$ cat config.mk
export PLATFORM = sky130hd
export DESIGN_NAME = mem_port_arbiter_flat
export DESIGN_NICKNAME = d
export VERILOG_FILES = /design/src/rtl/mem_port_arbiter_if.sv /design/src/rtl/mem_port_arbiter.sv /design/src/flat_wrapper.sv
export SDC_FILE = /design/constraint.sdc
export NUM_CORES = 1
export LEC_CHECK = 0
export ABC_CLOCK_PERIOD_IN_PS = 2000
export CAP_MARGIN = 20
export CORE_AREA = 2 2 39 41
export DETAILED_ROUTE_END_ITERATION = 10
export DIE_AREA = 0 0 41 43
export GPL_TIMING_DRIVEN = 1
export HOLD_SLACK_MARGIN = 0.05
export PLACE_DENSITY = 0.71
export SLEW_MARGIN = 20
export SYNTH_ARGS = -nofsm -noshare
export SYNTH_HDL_FRONTEND = slang
export SYNTH_SLANG_ARGS = --single-unit
$ cat constraint.sdc
create_clock -name Clk -period 2 [get_ports Clk]
set_input_delay 0.5 -clock Clk [delete_from_list [all_inputs] [get_ports Clk]]
set_output_delay 0.5 -clock Clk [all_outputs]
set_load 0.01 [all_outputs]
$ cat src/rtl/mem_port_arbiter_if.sv
// Bus between the pipeline requesters (IF fetch, MEM load/store) and the
// unified-memory port arbiter.
interface mem_port_arbiter_if;
  // Handshake: a requester raises Req_x and holds it until it sees Ack_x.
  // Ack_x is a one-cycle pulse in the last access cycle. Gnt_x marks ownership
  // for the whole access. We_MEM is sampled only at grant.
  logic Req_IF;
  logic Req_MEM;
  logic We_MEM;
  logic Mux_Sel;
  logic Mem_En;
  logic Mem_We;
  logic Gnt_IF;
  logic Gnt_MEM;
  logic Ack_IF;
  logic Ack_MEM;
  logic Busy;

  modport master (
    output Req_IF, Req_MEM, We_MEM,
    input  Mux_Sel, Mem_En, Mem_We, Gnt_IF, Gnt_MEM, Ack_IF, Ack_MEM, Busy
  );

  modport slave (
    input  Req_IF, Req_MEM, We_MEM,
    output Mux_Sel, Mem_En, Mem_We, Gnt_IF, Gnt_MEM, Ack_IF, Ack_MEM, Busy
  );
endinterface

$ cat src/rtl/mem_port_arbiter.sv
// Single-port memory arbiter between instruction fetch and data access.
// Define ARB_ROUND_ROBIN_EN for round-robin tie-breaking (default: MEM wins ties).
module mem_port_arbiter #(
  parameter int LATENCY = 2,
  parameter int CNT_W   = 4
) (
  input  logic                Clk,
  input  logic                Reset,
  mem_port_arbiter_if.slave   bus,
  output logic                fsm_state
);

  typedef enum logic {
    IDLE   = 1'b0,
    ACCESS = 1'b1
  } state_t;

  state_t     state_q, state_d;
  logic [CNT_W-1:0] cnt_q, cnt_d;
  logic       mux_sel_q, mux_sel_d;
  logic       mem_en_q, mem_en_d;
  logic       mem_we_q, mem_we_d;
  logic       gnt_if_q, gnt_if_d;
  logic       gnt_mem_q, gnt_mem_d;
  logic       ack_if_q, ack_if_d;
  logic       ack_mem_q, ack_mem_d;
  logic       busy_q, busy_d;
  logic       any_req;
  logic       win_mem;

`ifdef ARB_ROUND_ROBIN_EN
  // 1 = MEM was served last; ties go to whichever side was not.
  logic last_mem_q, last_mem_d;

  always_comb begin
    win_mem = bus.Req_MEM & (~bus.Req_IF | ~last_mem_q);
  end
`else
  always_comb begin
    win_mem = bus.Req_MEM;
  end
`endif

  assign any_req = bus.Req_IF | bus.Req_MEM;

  always_comb begin
    state_d   = state_q;
    cnt_d     = cnt_q;
    mux_sel_d = mux_sel_q;
    mem_en_d  = 1'b0;
    mem_we_d  = 1'b0;
    gnt_if_d  = 1'b0;
    gnt_mem_d = 1'b0;
    ack_if_d  = 1'b0;
    ack_mem_d = 1'b0;
    busy_d    = 1'b0;
`ifdef ARB_ROUND_ROBIN_EN
    last_mem_d = last_mem_q;
`endif
    case (state_q)
      IDLE: begin
        if (any_req) begin
          state_d   = ACCESS;
          cnt_d     = CNT_W'(LATENCY - 1);
          mux_sel_d = win_mem;
          mem_en_d  = 1'b1;
          mem_we_d  = win_mem & bus.We_MEM;
          gnt_if_d  = ~win_mem;
          gnt_mem_d = win_mem;
          busy_d    = 1'b1;
          // A single-cycle access acknowledges in its only cycle.
          if (LATENCY == 1) begin
            ack_if_d  = ~win_mem;
            ack_mem_d = win_mem;
          end
`ifdef ARB_ROUND_ROBIN_EN
          last_mem_d = win_mem;
`endif
        end
      end
      ACCESS: begin
        if (cnt_q == '0) begin
          state_d = IDLE;
        end else begin
          cnt_d     = cnt_q - 1'b1;
          mem_en_d  = mem_en_q;
          mem_we_d  = mem_we_q;
          gnt_if_d  = gnt_if_q;
          gnt_mem_d = gnt_mem_q;
          busy_d    = busy_q;
          if (cnt_q == CNT_W'(1)) begin
            ack_if_d  = gnt_if_q;
            ack_mem_d = gnt_mem_q;
          end
        end
      end
      default: begin
        state_d = IDLE;
      end
    endcase
  end

  always_ff @(posedge Clk) begin
    if (Reset) begin
      state_q   <= IDLE;
      cnt_q     <= '0;
      mux_sel_q <= 1'b0;
      mem_en_q  <= 1'b0;
      mem_we_q  <= 1'b0;
      gnt_if_q  <= 1'b0;
      gnt_mem_q <= 1'b0;
      ack_if_q  <= 1'b0;
      ack_mem_q <= 1'b0;
      busy_q    <= 1'b0;
`ifdef ARB_ROUND_ROBIN_EN
      last_mem_q <= 1'b1;
`endif
    end else begin
      state_q   <= state_d;
      cnt_q     <= cnt_d;
      mux_sel_q <= mux_sel_d;
      mem_en_q  <= mem_en_d;
      mem_we_q  <= mem_we_d;
      gnt_if_q  <= gnt_if_d;
      gnt_mem_q <= gnt_mem_d;
      ack_if_q  <= ack_if_d;
      ack_mem_q <= ack_mem_d;
      busy_q    <= busy_d;
`ifdef ARB_ROUND_ROBIN_EN
      last_mem_q <= last_mem_d;
`endif
    end
  end

  assign bus.Mux_Sel = mux_sel_q;
  assign bus.Mem_En  = mem_en_q;
  assign bus.Mem_We  = mem_we_q;
  assign bus.Gnt_IF  = gnt_if_q;
  assign bus.Gnt_MEM = gnt_mem_q;
  assign bus.Ack_IF  = ack_if_q;
  assign bus.Ack_MEM = ack_mem_q;
  assign bus.Busy    = busy_q;
  assign fsm_state   = (state_q == ACCESS);

endmodule
$ cat src/flat_wrapper.sv
// flat-port wrapper written by rule: the top's interface ports become plain ports
module mem_port_arbiter_flat 
#(
  parameter int LATENCY = 2,
  parameter int CNT_W   = 4
)
  (Clk, Reset, fsm_state, bus_Req_IF, bus_Req_MEM, bus_We_MEM, bus_Mux_Sel, bus_Mem_En, bus_Mem_We, bus_Gnt_IF, bus_Gnt_MEM, bus_Ack_IF, bus_Ack_MEM, bus_Busy);
  mem_port_arbiter_if bus_i ();
  input  logic Clk;
  input  logic Reset;
  output logic fsm_state;
  input wire logic [$bits(bus_i.Req_IF)-1:0] bus_Req_IF;
  input wire logic [$bits(bus_i.Req_MEM)-1:0] bus_Req_MEM;
  input wire logic [$bits(bus_i.We_MEM)-1:0] bus_We_MEM;
  output wire logic [$bits(bus_i.Mux_Sel)-1:0] bus_Mux_Sel;
  output wire logic [$bits(bus_i.Mem_En)-1:0] bus_Mem_En;
  output wire logic [$bits(bus_i.Mem_We)-1:0] bus_Mem_We;
  output wire logic [$bits(bus_i.Gnt_IF)-1:0] bus_Gnt_IF;
  output wire logic [$bits(bus_i.Gnt_MEM)-1:0] bus_Gnt_MEM;
  output wire logic [$bits(bus_i.Ack_IF)-1:0] bus_Ack_IF;
  output wire logic [$bits(bus_i.Ack_MEM)-1:0] bus_Ack_MEM;
  output wire logic [$bits(bus_i.Busy)-1:0] bus_Busy;
  assign bus_i.Req_IF = bus_Req_IF;
  assign bus_i.Req_MEM = bus_Req_MEM;
  assign bus_i.We_MEM = bus_We_MEM;
  assign bus_Mux_Sel = bus_i.Mux_Sel;
  assign bus_Mem_En = bus_i.Mem_En;
  assign bus_Mem_We = bus_i.Mem_We;
  assign bus_Gnt_IF = bus_i.Gnt_IF;
  assign bus_Gnt_MEM = bus_i.Gnt_MEM;
  assign bus_Ack_IF = bus_i.Ack_IF;
  assign bus_Ack_MEM = bus_i.Ack_MEM;
  assign bus_Busy = bus_i.Busy;
  mem_port_arbiter #(.LATENCY(LATENCY), .CNT_W(CNT_W)) u_core (.Clk(Clk), .Reset(Reset), .bus(bus_i), .fsm_state(fsm_state));
endmodule
## Yosys cells after proc, flatten, opt, wreduce, memory -nomap -nowiden

Cells that the tools add are included.

| storage, ports and cells | value |
|---|---|
| word-level logic and storage cells | 37 |
| memory bits (writable) | 0 |
| output and inout bits | 9 |
| register bits after elaboration | 12 |
| bits in latches | 0 |
| memory bits (read-only) | 0 |
| memories | 0 |

| cells by class | value |
|---|---|
| magnitude comparators | 0 |
| multiply operators | 0 |
| add/sub/neg operators | 1 |
| divide/modulo/power cells | 0 |
| mux-type cells | 14 |
| equality and inequality tests | 4 |
| shifts and indexed selects | 0 |
| bitwise operators | 5 |
| reductions and logical operators | 4 |

Operators by type and width:

| operator | count |
|---|---|
| 1-bit one-hot mux with 2 select lines | 5 |
| 4-bit 2-to-1 mux | 2 |
| 4-bit one-hot mux with 2 select lines | 1 |
| 1-bit 2-to-1 mux | 6 |
| 4-bit by 1-bit == test with 1-bit output (second input constant) | 1 |
| 4-bit logical NOT | 1 |
| 2-bit inequality test (second input constant) | 2 |
| 2-bit AND reduction | 2 |
| 4-bit OR reduction | 1 |
| 4-bit by 1-bit subtractor with 4-bit output (second input constant) | 1 |
| 1-bit inverter | 3 |
| 2-bit by 1-bit inequality test with 1-bit output (second input constant) | 1 |
| 1-bit bitwise AND | 1 |
| 1-bit bitwise OR | 1 |

## Depth between registers and ports, before layout

Gate-level depths: netlist of run 1.

| logic depth | value |
|---|---|
| depth after elaboration | 3 |
| mapped depth | 5 |

## Least setup slack after synthesis of run 1

OpenSTA, ideal clock, no wires.

| timing | value |
|---|---|
| kind | register to register |
| start | reg u_core.cnt_q[0] |
| end | reg u_core.cnt_q[1] |
| slack | 0.464 ns |
| arrival time | 1.415 ns |
| period minus slack after synthesis | 1.536 ns |
| buffers on the path | 0 |
| data required time | 1.879 ns |
| library setup time | 0.121 ns |
| cell stages (with the launch flop) | 6 |
| path through | dfxtp_1 > inv_1 > ha_1 > or3b_4 > nand2_4 > mux2_2 |

| between the ends | value |
|---|---|
| word-level cells in the longest chain between the ends | 3 |

Ends and longest elaborated chain:

| item | RTL line | source |
|---|---|---|
| from (decl) | mem_port_arbiter.sv:19 | `logic [CNT_W-1:0] cnt_q, cnt_d;` |
| from (signal assigned) | mem_port_arbiter.sv:120 | `cnt_q <= cnt_d;` |
| 4-bit by 1-bit subtractor with 4-bit output or 4-bit logical NOT (tied branches) | mem_port_arbiter.sv:85, mem_port_arbiter.sv:82 |  |
| 4-bit 2-to-1 mux or 2-bit inequality test (tied branches) | - |  |
| 4-bit one-hot mux with 2 select lines or 2-bit AND reduction (tied branches) | - |  |

Several ways; a longest one is shown, not always the timed one. The select of a mux whose other input is x is not followed.
A chain may end at the register's enable or synchronous reset.

## Worst setup path after layout of run 1

| timing | value |
|---|---|
| start | reg u_core.state_q, in the netlist u_core.fsm_state |
| end | out fsm_state |

RTL lines:

| item | RTL line | source |
|---|---|---|
| from (decl) | mem_port_arbiter.sv:18 | `state_t state_q, state_d;` |
| from (signal assigned) | mem_port_arbiter.sv:119 | `state_q <= state_d;` |
| to (decl) | flat_wrapper.sv:11 | `output logic fsm_state;` |

No word-level cell between the ends.

==> metrics.csv, run 1 <==
metric,value,unit
run status,completed,
Chip Width,41,um
Antenna Violating Nets Remaining,0,
starting utilization of the core area,39.1,%
"Arr. time, crit path",1.30,ns
"Remaining Overflow, GRT",0,
DR vias/cell,4.91,
count of vias placed by the detailed router,422,
"slowest stage delay, CP",0.57,ns
post-placement worst setup slack,0.212,ns
first-pass GRT wire length,1.59,mm
count of buffers from port buffering,13,
HP Start,u_core.bus.Gnt_MEM,
max-cap check violation count,0,
Synth Net Count,64,
total non-filler cell area in the finished layout,709,sq um
largest family of logic cells by synthesized area,simple AND/OR/NAND/NOR gates,
final clock skew,0.00252,ns
cell depth of the worst hold path,2,
Syn Area/Cell,9.65,sq um
critical path capture point type,output pin,
Starting DRT DRC Count,2,
mux share of post-synthesis cell area,3.94,%
post-synthesis simple-gate area fraction,24.3,%
Total Negative Setup Slacks,0,ns
"buffers from clock root to sink, at most",2,
power density normalized to cell area,803,nW/um^2
count of different cell masters after synthesis,27,
final setup fails,0,
area share of xor/xnor cells in the synthesized design,0,%
Hold Path Class,reg -> reg,
I/O pin total,14,
Hold Worst Slack,0.478,ns
remaining max-slew budget at the tightest pin,74.6,%
layout cells sized above 1,14.3,%
antenna cell count,0,
Area growth syn-to-layout,31.3,%
VDD IR-drop max,0.000406,V
placed cell count,82,
endpoint required time on the critical path,1.50,ns
initial antenna violation count,0,
final clock period utilization by the worst path,89.9,%
element type at the critical path start,register,
"Reg clk slew, reported paths",0.07,ns
compound-gate portion of the synthesized area,14.8,%
"Cell Area, Synth",541,sq um
CP max-delay cell,clkdlybuf4s50_1,
vertical die dimension,43,um
Setup Crit Path Kind,reg -> out,
total power consumption of the routed design,0.570,mW
largest net degree at the start of global routing,13,
worst-path cell chain,clkdlybuf4s50_1,
R2R Path End,u_core.cnt_q[1],
instance count of the mapped netlist,56,
DRC violation count after routing,0,
worst reg2reg path depth,5,
global router's overall resource usage,14.3,%
CTS Buf Count,3,
combined buffer and inverter count along the critical path,1,
static leakage power,0.265,nW
startpoint of the most critical register-to-register path,u_core.cnt_q[0],
final non-filler cell total,86,
Final min period,1.80,ns
num rows,14,
maximum operating frequency,556,MHz
number of hold violations in the final report,0,
area enclosed by the die boundary,1760,sq um
routability congestion estimate from global placement,0.770,
unrepaired setup endpoints after global routing,no,
final number of max-transition violations,0,
number of filler instances in the final layout,137,
"post-synthesis share of cell area spent on full adders, half adders and majority gates",6.94,%
actual slew at the worst max-slew pin,0.380,ns
post-synthesis register bit count,12,
Max Fanout on Critical Path,11,
Final Worst Setup Slack,0.202,ns
# H-tree levels,1,
area of the core,1380,sq um
DR WL/cell,11.0,um
number of clock sinks,12,
hpwl dp,715,um
worst reg2reg setup slack,0.35,ns
final core occ,51.3,%
critical path's top delay family,buffers and inverters,
total number of yosys warnings,0,
end point of the most critical hold path,u_core.bus.Ack_MEM,
Placed Instance Area,672,sq um
later-pin clock latency in the skew report,0.27,ns
vias in the first global route,364,
Post-layout nets,79,
detailed-route wire length,945,um
first-pass iteration count of the detailed router,4,
clock root buffer,clkbuf_4,
CTS tree,built,
sequential cell area fraction in the yosys report,44.4,%
==> cells in the mapped netlist (all sizes together) <==
cell | count | share of area [%]
nand2 | 3 | 3.5
nand3 | 2 | 1.9
a31o | 1 | 1.6
nor4b | 1 | 1.6
nand4b | 1 | 1.6
dfxtp | 12 | 44
mux2 | 1 | 2.1
nand2b | 4 | 4.6
nor3 | 1 | 0.93
o31ai | 1 | 1.4
clkbuf | 1 | 0.69
o21bai | 1 | 1.4
nand3b | 1 | 1.4
or3b | 1 | 2.1
a211o | 1 | 1.9
mux2i | 1 | 1.9
o21ai | 1 | 0.93
a31oi | 1 | 2.3
a21oi | 4 | 3.7
nor2 | 6 | 4.2
o2bb2ai | 1 | 1.6
inv | 3 | 2.1
buf | 2 | 2.8
ha | 3 | 6.9
nor3b | 1 | 1.4
nor2b | 1 | 1.2
==> routing by layer <==
layer / routed length, um / GRT usage, % / part of all wire [%]
met4: 36 / 14.0 / 3.8
met2: 425 / 18.1 / 45
met5: 0 / 0 / 0
met1: 439 / 18.6 / 46
met3: 44 / 3.14 / 4.7
==> report_power, final <==
group	switching (mW)	total, mW	internal, mW
Sequential	0.0148	0.269	0.254
Clock	0.0826	0.193	0.111
Combinational	0.0500	0.108	0.0581
==> worst max path at each step <==
stage	start	end	slack, ns	cells after the start
after floorplan	u_core.cnt_q[0]	u_core.cnt_q[1]	0.46	5
after global placement	bus_Req_MEM	u_core.cnt_q[1]	0.26	4
after detailed placement	bus_Req_MEM	u_core.cnt_q[1]	0.21	4
after CTS	u_core.fsm_state	fsm_state	0.05	1
after global routing	u_core.fsm_state	fsm_state	0.13	1
final	u_core.fsm_state	fsm_state	0.20	1
==> layout by cell type, fill, tap and decap left out <==
cell,n
nand2_4,1
clkbuf_8,1
nand3_1,2
o21bai_1,1
nand3b_1,1
o21ai_0,1
clkdlybuf4s50_1,13
nand2_1,2
clkbuf_4,3
nand2b_1,4
a31oi_2,1
dfxtp_1,11
o31ai_1,1
nor3b_1,1
inv_1,3
a31o_1,1
nand4b_1,1
nor4b_1,1
nor2_1,6
mux2i_1,1
nor3_1,1
mux2_2,1
ha_1,3
o2bb2ai_1,1
nor2b_1,1
a211o_2,1
or3b_4,1
a21oi_1,4
dfxtp_2,1
==> registers in the layout, summed over array words and instances, names as in the netlist <==
signal	count
u_core.bus.Gnt_IF	1
u_core.bus.Ack_MEM	1
u_core.cnt_q	4
u_core.fsm_state	1
u_core.bus.Mux_Sel	1
u_core.bus.Mem_We	1
u_core.bus.Busy	1
u_core.bus.Gnt_MEM	1
u_core.bus.Ack_IF	1
==> layout make-up <==
type | instances | area [sq um] | area share [%]
multi-input cells | 38 | 270 | 38.1
flip-flops and latches | 12 | 241 | 34.0
repair buffers | 13 | 130 | 18.3
clock buffers | 4 | 36.3 | 5.11
well taps | 16 | 20.0 | 2.82
inverters | 3 | 11.3 | 1.59
==> cells by family (layout without fill, tap and decap cells) <==
| group | count (synthesis) | in the layout |
|---|---|---|
| compound gates | 11 | 11 |
| fa+ha+maj | 3 | 3 |
| buf+inv | 6 | 20 |
| flops | 12 | 12 |
| mux | 2 | 2 |
| simple gates | 22 | 22 |
==> timing repair <==
action	4_1_cts	5_1_grt
setup buffers	0	0
hold buffers	0	0
gates resized for setup	0	1
endpoints found under the setup margin	0	1
No activity file was read; power rests on OpenSTA's default activity.
==> run 2, diff against run 1 <==
CTS_CLUSTER_DIAMETER = 50   (was unset)
==> results of run 2 <==
The final DEF is identical to that of run 1; final timing and power are the same.
